`config.mk`:
```
export PLATFORM = sky130hd
export DESIGN_NAME = conv2_maxpool_relu
export DESIGN_NICKNAME = d
export VERILOG_FILES = /design/src/rtl/conv2_maxpool_relu_pkg.sv /design/src/rtl/conv2_maxpool_relu_pool_lane.sv /design/src/rtl/conv2_maxpool_relu.sv
export SDC_FILE = /design/constraint.sdc
export NUM_CORES = 1
export LEC_CHECK = 0
export BUFFER_PORTS_ARGS = -buffer_cell sky130_fd_sc_hd__buf_2
export CAP_MARGIN = 25
export CORE_UTILIZATION = 45
export DETAILED_ROUTE_END_ITERATION = 6
export PLACE_DENSITY_LB_ADDON = 0.08
export SLEW_MARGIN = 0
export SYNTH_ARGS = -nofsm -noshare
export SYNTH_HDL_FRONTEND = slang
export SYNTH_HIERARCHICAL = 1
export SYNTH_SLANG_ARGS = --single-unit
```
`constraint.sdc`:
```
create_clock -name clk -period 4.65 [get_ports clk]
set_input_delay 0.93 -clock clk [delete_from_list [all_inputs] [get_ports clk]]
set_output_delay 0.93 -clock clk [all_outputs]
set_load 0.05 [all_outputs]
```
`src/rtl/conv2_maxpool_relu_pkg.sv`:
```
// -----------------------------------------------------------------------------
// conv2_maxpool_relu_pkg
// Shared CNN constants for the conv / pool stages and the window-phase type
// used between the pooling top and its per-channel lanes.
//   CONV_K       : conv kernel size (square)
//   CONV1_IMG_W/H: conv1 feature-map size feeding conv2
//   CNN_IMG_W/H  : conv2 feature-map size (pool input), derived from conv1
//   CNN_DW       : sample width of the conv2 / pool datapath
// -----------------------------------------------------------------------------
package conv2_maxpool_relu_pkg;

    localparam int CONV_K      = 3;
    localparam int CONV1_IMG_W = 10;
    localparam int CONV1_IMG_H = 10;
    localparam int CNN_DW      = 12;

    // Valid (no padding) convolution shrinks each dimension by K-1.
    function automatic int conv_out_dim(input int in_dim);
        return in_dim - CONV_K + 1;
    endfunction

    localparam int CNN_IMG_W = conv_out_dim(CONV1_IMG_W);
    localparam int CNN_IMG_H = conv_out_dim(CONV1_IMG_H);

    // What a lane does with the sample arriving this cycle.
    typedef enum logic [1:0] {
        PH_IDLE  = 2'd0,  // no sample accepted
        PH_LATCH = 2'd1,  // even col: hold as left half of the pair
        PH_STORE = 2'd2,  // odd col, even row: top-row pair max to line buffer
        PH_EMIT  = 2'd3   // odd col, odd row: window complete, register result
    } pool_phase_e;

endpackage

```
`src/rtl/conv2_maxpool_relu_pool_lane.sv`:
```
// -----------------------------------------------------------------------------
// pool_lane
// One channel of ReLU + 2x2 max-pool. The top decodes the window phase and the
// line-buffer index from its col/row counters; the lane holds the data.
// Ports:
//   clk, rst        : clock, async active-low reset
//   phase           : action for the current sample (pool_phase_e)
//   buf_idx         : line-buffer entry (col/2)
//   sample_in       : signed conv2 sample
//   pool_out        : registered pooled result, held between windows
// -----------------------------------------------------------------------------
module pool_lane
    import conv2_maxpool_relu_pkg::*;
#(
    parameter int DW    = CNN_DW,
    parameter int IMG_W = CNN_IMG_W,
    parameter int IDX_W = (IMG_W / 2 > 1) ? $clog2(IMG_W / 2) : 1
) (
    input  logic                 clk,
    input  logic                 rst,
    input  pool_phase_e          phase,
    input  logic [IDX_W-1:0]     buf_idx,
    input  logic signed [DW-1:0] sample_in,
    output logic signed [DW-1:0] pool_out
);

    localparam int NBUF = IMG_W / 2;

    logic signed [DW-1:0] relu_val;
    logic signed [DW-1:0] partial;
    logic signed [DW-1:0] pair_max;
    logic signed [DW-1:0] quad_max;
    logic signed [DW-1:0] line_buf [NBUF];

    assign relu_val = sample_in[DW-1] ? '0 : sample_in;
    assign pair_max = (partial > relu_val) ? partial : relu_val;
    assign quad_max = (line_buf[buf_idx] > pair_max) ? line_buf[buf_idx] : pair_max;

    always_ff @(posedge clk or negedge rst) begin
        if (!rst) begin
            partial  <= '0;
            pool_out <= '0;
            for (int i = 0; i < NBUF; i++) begin
                line_buf[i] <= '0;
            end
        end else begin
            case (phase)
                PH_LATCH: partial           <= relu_val;
                PH_STORE: line_buf[buf_idx] <= pair_max;
                PH_EMIT:  pool_out          <= quad_max;
                default:  ;
            endcase
        end
    end

endmodule

```
`src/rtl/conv2_maxpool_relu.sv`:
```
// -----------------------------------------------------------------------------
// conv2_maxpool_relu
// ReLU followed by 2x2 max-pooling on three conv2 channels streamed in raster
// order. One sample per channel may arrive every cycle; gaps in valid_in
// freeze all state. A pooled result appears one cycle after the sample that
// completes its 2x2 window, flagged by a single-cycle valid_out.
// Ports:
//   clk, rst                  : clock, async active-low reset
//   valid_in                  : conv_in_1..3 carry a sample this cycle
//   conv_in_1..3              : signed conv2 samples, row-major
//   pool_out_1..3             : signed pooled results (MSB always 0)
//   valid_out                 : pool_out_1..3 updated this cycle
//
// Window phase per accepted sample (decoded here, acted on in each lane):
//   phase    | meaning
//   PH_IDLE  | no sample this cycle, everything holds
//   PH_LATCH | even col, keep sample as left half of pair
//   PH_STORE | odd col of even row, pair max into line buffer
//   PH_EMIT  | odd col of odd row, window max to output, valid_out next cycle
// -----------------------------------------------------------------------------
module conv2_maxpool_relu
    import conv2_maxpool_relu_pkg::*;
#(
    parameter int DW    = CNN_DW,
    parameter int IMG_W = CNN_IMG_W,
    parameter int IMG_H = CNN_IMG_H
) (
    input  logic                 clk,
    input  logic                 rst,
    input  logic                 valid_in,
    input  logic signed [DW-1:0] conv_in_1,
    input  logic signed [DW-1:0] conv_in_2,
    input  logic signed [DW-1:0] conv_in_3,
    output logic signed [DW-1:0] pool_out_1,
    output logic signed [DW-1:0] pool_out_2,
    output logic signed [DW-1:0] pool_out_3,
    output logic                 valid_out
);

    localparam int CW    = (IMG_W > 1) ? $clog2(IMG_W) : 1;
    localparam int RW    = (IMG_H > 1) ? $clog2(IMG_H) : 1;
    localparam int IDX_W = (IMG_W / 2 > 1) ? $clog2(IMG_W / 2) : 1;

    localparam logic [CW-1:0] COL_LAST = CW'(IMG_W - 1);
    localparam logic [RW-1:0] ROW_LAST = RW'(IMG_H - 1);

    logic [CW-1:0]    col;
    logic [RW-1:0]    row;
    logic [IDX_W-1:0] buf_idx;
    pool_phase_e      phase;

    always_ff @(posedge clk or negedge rst) begin
        if (!rst) begin
            col <= '0;
            row <= '0;
        end else if (valid_in) begin
            if (col == COL_LAST) begin
                col <= '0;
                row <= (row == ROW_LAST) ? '0 : row + 1'b1;
            end else begin
                col <= col + 1'b1;
            end
        end
    end

    always_comb begin
        phase = PH_IDLE;
        if (valid_in) begin
            if (!col[0])      phase = PH_LATCH;
            else if (!row[0]) phase = PH_STORE;
            else              phase = PH_EMIT;
        end
    end

    assign buf_idx = IDX_W'(col >> 1);

    always_ff @(posedge clk or negedge rst) begin
        if (!rst) valid_out <= 1'b0;
        else      valid_out <= (phase == PH_EMIT);
    end

    pool_lane #(.DW(DW), .IMG_W(IMG_W), .IDX_W(IDX_W)) u_lane_1 (
        .clk       (clk),
        .rst       (rst),
        .phase     (phase),
        .buf_idx   (buf_idx),
        .sample_in (conv_in_1),
        .pool_out  (pool_out_1)
    );

    pool_lane #(.DW(DW), .IMG_W(IMG_W), .IDX_W(IDX_W)) u_lane_2 (
        .clk       (clk),
        .rst       (rst),
        .phase     (phase),
        .buf_idx   (buf_idx),
        .sample_in (conv_in_2),
        .pool_out  (pool_out_2)
    );

    pool_lane #(.DW(DW), .IMG_W(IMG_W), .IDX_W(IDX_W)) u_lane_3 (
        .clk       (clk),
        .rst       (rst),
        .phase     (phase),
        .buf_idx   (buf_idx),
        .sample_in (conv_in_3),
        .pool_out  (pool_out_3)
    );

endmodule

```
Word level (Yosys, flattened, before mapping)
Cells that the tools add are included.
Widths: inputs -> output; s select.
{ "totals": {"latch_bits": 0, "out_inout_bits": 37, "register_bits": 223, "romBits": 0, "ramBits": 0, "memories": 0, "word_cells": 67} }
{ "op_classes": {"n_mux": 28, "eq_ne": 5, "n_mul": 0, "n_bitwise": 1, "div": 0, "n_lt_le_gt_ge": 8, "n_addsub": 2, "n_shift": 0, "n_reduce_logical": 2} }
{ "op_table": {"columns": ["op", "n"], "rows": [
  ["$mux 12", 13],
  ["$bwmux 48", 3],
  ["$bmux 12 s2", 3],
  ["$gt 12x12->1", 6],
  ["$mux 11", 3],
  ["$demux 12 s2", 1],
  ["$add 3x1->3 const B", 2],
  ["$eq 3x3->1 const B", 2],
  ["$mux 3", 2],
  ["$eq 2x2->1 const B", 2],
  ["$mux 2", 2],
  ["$ge 3x3->1 const B", 1],
  ["$lt 3x1->1 const B", 1],
  ["$not 2->3", 1],
  ["$eq 2x1->1 const B", 1],
  ["$reduce_and 2->1", 1],
  ["$logic_and 1x1->1", 1],
  ["$mux 1", 1]
]} }

Depth between registers and ports, before layout
{ "logic_depth": {"depth_word": 6, "depth_mapped": 18, "depth_no_buf": 15} }

Modules after synthesis
The synthesis kept the hierarchy.
{ "by_module_without_submodules": {"columns": ["mod", "n_inst", "area_each_um2", "cells_per_inst"], "rows": [
  ["pool_lane at u_lane_1 ...", 2, 3428.3, 323],
  ["pool_lane at u_lane_3", 1, 3538.4, 347],
  ["conv2_maxpool_relu", 1, 334.1, 24]
]} }

Least setup slack after synthesis
OpenSTA, ideal clock, no wires.
{ "synth_timing": {"path_kind": "input port to flip-flop", "start": "input port conv_in_3[11]", "end": "register u_lane_3.pool_out[3]", "setup_time_ns": 0.132, "path_buffers": 2, "stages": 16, "t_arrival_ns": 4.189, "setup_slack_ns": 0.329, "path_cell_list": "clkbuf_1 -> nand2b_1 -> ha_1 -> a211oi_1 -> nor3_1 -> nor4_2 -> a21o_4 -> mux2_2 -> ha_1 -> and3_1 -> a22o_1 -> o21ai_0 -> a31oi_1 -> clkbuf_1 -> a221oi_1 -> o21ai_0"} }
{ "synth_via": {"elab_chain_len": 5} }
{ "synth_rtl": {"columns": ["element", "line_no", "source"], "rows": [
  ["start, declared", "conv2_maxpool_relu.sv:33", "input logic signed [DW-1:0] conv_in_3,"],
  ["$mux 11 (*)", "conv2_maxpool_relu_pool_lane.sv:35", "assign relu_val = sample_in[DW-1] ? '0 : sample_in;"],
  ["$gt 12x12->1", "conv2_maxpool_relu_pool_lane.sv:36", "assign pair_max = (partial > relu_val) ? partial : relu_val;"],
  ["$mux 12 (*)", "conv2_maxpool_relu_pool_lane.sv:36", null],
  ["$gt 12x12->1", "conv2_maxpool_relu_pool_lane.sv:37", "assign quad_max = (line_buf[buf_idx] > pair_max) ? line_buf[buf_idx] : pair_max;"],
  ["$mux 12 (*)", "conv2_maxpool_relu_pool_lane.sv:37", null],
  ["end signal, assigned", "conv2_maxpool_relu_pool_lane.sv:50", "PH_EMIT: pool_out <= quad_max;"],
  ["end, declared", "conv2_maxpool_relu_pool_lane.sv:24", "output logic signed [DW-1:0] pool_out"]
]} }
Mark *: on every way between the ends. The rest lies on a longest branch, timed or not.
A chain may end at the register's enable or synchronous reset.

Final worst setup path
{ "layout_timing": {"start": "input port conv_in_3[11]", "end": "register u_lane_3.pool_out[4]"} }
The elaborated chain is that of the path after synthesis.

==> metrics <==
Pleak=5.69 nW; nets=1204; routed wl met2=11400 um; Worst-Skew Late Latency=520 ps; non-filler cells, final=1432; flops & latches, synth=205; CP bufs+invs=2; Syn Area/Cell=10.5 um2; Final Hold Fails=0; DRC Markers=0; Worst path depth=16; CP Cell Sequence=buf_2, nand2b_1, ha_1, a211oi_1, nor3_1, nor4_2, a21o_4, mux2_2, ha_1, and3_1, a22o_1, o21ai_0, a31oi_1, buf_4, a221oi_1, o21ai_0; # clock sinks=205; CTS buffer count=24; Synth Cell Area=10700 um2; PortBufs=72; metal3 WL=753 um; highest attainable clock frequency=0.244 GHz; dominant synthesized flop cell=dfrtp_1; most common cell after layout, fill and taps aside=dfrtp_1; final critical-path share of the clock period=0.882; commonest cells after routing, fill and taps aside=dfrtp_1, a21oi_1, nor2_1; CTS tree=yes; Syn. warnings=6; Inst Count DP=1386; asr flop ratio synth=1.00; post-synthesis instance total=1017; Top-Level Pins=76; initial antenna violation count=0; dominant cells by area after synthesis=dfrtp_1, ha_1, mux4_2; Post-CTS Resized=0; Slowest cell on crit path=mux2_2; Crit path max-delay family=compound AO/OA/AOI/OAI gates; FF-to-FF path depth=14; Setup CP Type=input port to flip-flop; Initial Util=0.458; Routed WL=24200 um; area leader, netlist=dfrtp_1; worst hold-check path type=input port to asynchronous set/reset pin; Layout area overhead=17.3%; vias=7606; Yosys cell types=53; Worst Tran Pin Value=906 ps; row cnt=56; DR top layer=met4; WL met1=11600 um; Pre-antenna DRT Iters=5; Setup TNS=0 ps; diode count=0; post-route ant nets=0; height of the die=156 um; Post-Syn Nets=1126; hold buffers post-CTS=0; number of max-cap violations=0; DR vias/cell=5.31; maximum number of pins on one net before global-route repair=95; CP required=5040 ps; Startpoint Class=input port; arrival time of the worst setup path=4500 ps; Overflow after GRT=0; Iteration-0 DRC Markers=354; Post-CTS Setup Bufs=0; root buffer cell=clkbuf_16; CORE AREA=23400 um2; dpl hpwl=16800 um; placed instance area=11600 um2; die area=24500 um2; register clock-pin slew on the reported worst setup and hold paths=60 ps; vias in the first global route=7482; Final Skew=17.1 ps; gr usage total=0.204; share of cells above drive strength 1=0.219; relative slew slack=0.393; largest buffer count on any clock path=3; status=finished clean; GPL Wtd Cong=0.815; crit-path max cell delay=420 ps; CP endpoint kind=flip-flop; H-tree Lvls=1; register area share after synthesis=0.478; EDFF count, synth=0; Max rail drop VDD=0.000355 V; wire per inst=16.9 um; first-pass GRT wire length=39600 um; RSZ-0062 raised after global routing=no; Die W=156 um; post-synth top area share=0.478; Min Clock Period, post-route=4100 ps; fin. max-slew vios=0; Final Cell Area=12600 um2; largest fanout on the critical path=11; total power=0.00980 W; endpoints failing setup=0; Power Dens Cells=778 nW/um2
[Yosys cell counts (2+ instances only)]
| library cell | n |
|---|---|
| conb_1 | 3 |
| nor4b_2 | 2 |
| o32a_1 | 2 |
| and3_1 | 6 |
| nor4_2 | 2 |
| o21ai_1 | 40 |
| nor4bb_1 | 6 |
| mux4_2 | 33 |
| nand2b_1 | 34 |
| nand4_1 | 10 |
| o21ai_0 | 57 |
| buf_2 | 9 |
| a22oi_2 | 4 |
| nand4b_1 | 3 |
| o211ai_1 | 11 |
| a211o_1 | 3 |
| o21bai_1 | 3 |
| a22oi_1 | 22 |
| a21o_1 | 11 |
| and2b_1 | 3 |
| mux2_4 | 19 |
| buf_4 | 6 |
| a31oi_1 | 3 |
| nor2b_1 | 11 |
| buf_6 | 3 |
| mux2_1 | 3 |
| ha_1 | 70 |
| nor2_1 | 102 |
| nor3_1 | 3 |
| o21a_1 | 2 |
| mux2i_2 | 2 |
| a211oi_1 | 3 |
| a21oi_1 | 113 |
| dfrtp_1 | 205 |
| mux2_2 | 12 |
| nand2_1 | 83 |
| a221oi_1 | 6 |
| nand3_1 | 13 |
| clkbuf_1 | 39 |
| inv_1 | 41 |
| or2_2 | 2 |
[layer usage]
metal | GRT usage | up-vias
li1 | - | 3794
met1 | 0.293 | 3672
met2 | 0.332 | 109
met3 | 0.0244 | 31
met4 | 0.0453 | 0
met5 | 0 | -
[power breakdown]
part           leakage (nW)  switching [W]  internal [W]
registers              2.54       0.000553       0.00257
clock network         0.451       0.000753       0.00136
logic                  2.70        0.00253       0.00204
total                  5.69        0.00383       0.00596
[sequential cells by signal, summed over array words and instances (netlist names), 3 cells and up]
signal and flops:
col 3, row 3, u_lane_1/line_buf 44, u_lane_1/partial 11, u_lane_1/pool_out 11, u_lane_2/line_buf 44, u_lane_2/partial 11, u_lane_2/pool_out 11
u_lane_3/line_buf 44, u_lane_3/partial 11, u_lane_3/pool_out 11
[cells by family after synthesis]
family          after synthesis  synth area share
mux                          71             0.117
flops                       205             0.478
simple gates                285             0.128
compound gates              285             0.155
other cells                   3           0.00105
fa+ha+maj                    70            0.0816
buf+inv                      98            0.0395
[path summary, 6_finish.rpt]
kind | slack, ps | to | startpoint
worst max-delay path | 550 | u_lane_3/pool_out[4] | conv_in_3[11]
worst min-delay path | 400 | u_lane_3/partial[6] | rst
worst max register to register | 920 | u_lane_3/pool_out[4] | u_lane_3/partial[5]
worst min register to register | 480 | u_lane_2/line_buf[0] | u_lane_2/line_buf[0]
max in group asynchronous | 3250 | u_lane_1/partial[1] | rst
min in group clk | 480 | u_lane_2/line_buf[0] | u_lane_2/line_buf[0]
[stage by stage]
stage	hold slack, ps	setup slack, ps	util
2_1_floorplan	445	329	-
3_5_place_dp	467	32.7	0.498
6_report	405	548	0.538
5_1_grt	446	150	0.538
3_3_place_gp	460	90.5	0.496
4_1_cts	434	565	0.536
[area by class of cell]
| cell class | instances | area [um2] |
|---|---|---|
| inverters | 41 | 154 |
| repair buffers | 109 | 702 |
| fillers | 2177 | 10800 |
| well taps | 319 | 399 |
| clock inverters | 7 | 135 |
| flip-flops and latches | 205 | 5130 |
| clock buffers | 37 | 771 |
| multi-input cells | 714 | 5290 |
Note: power is estimated with default switching activity, not from simulation.
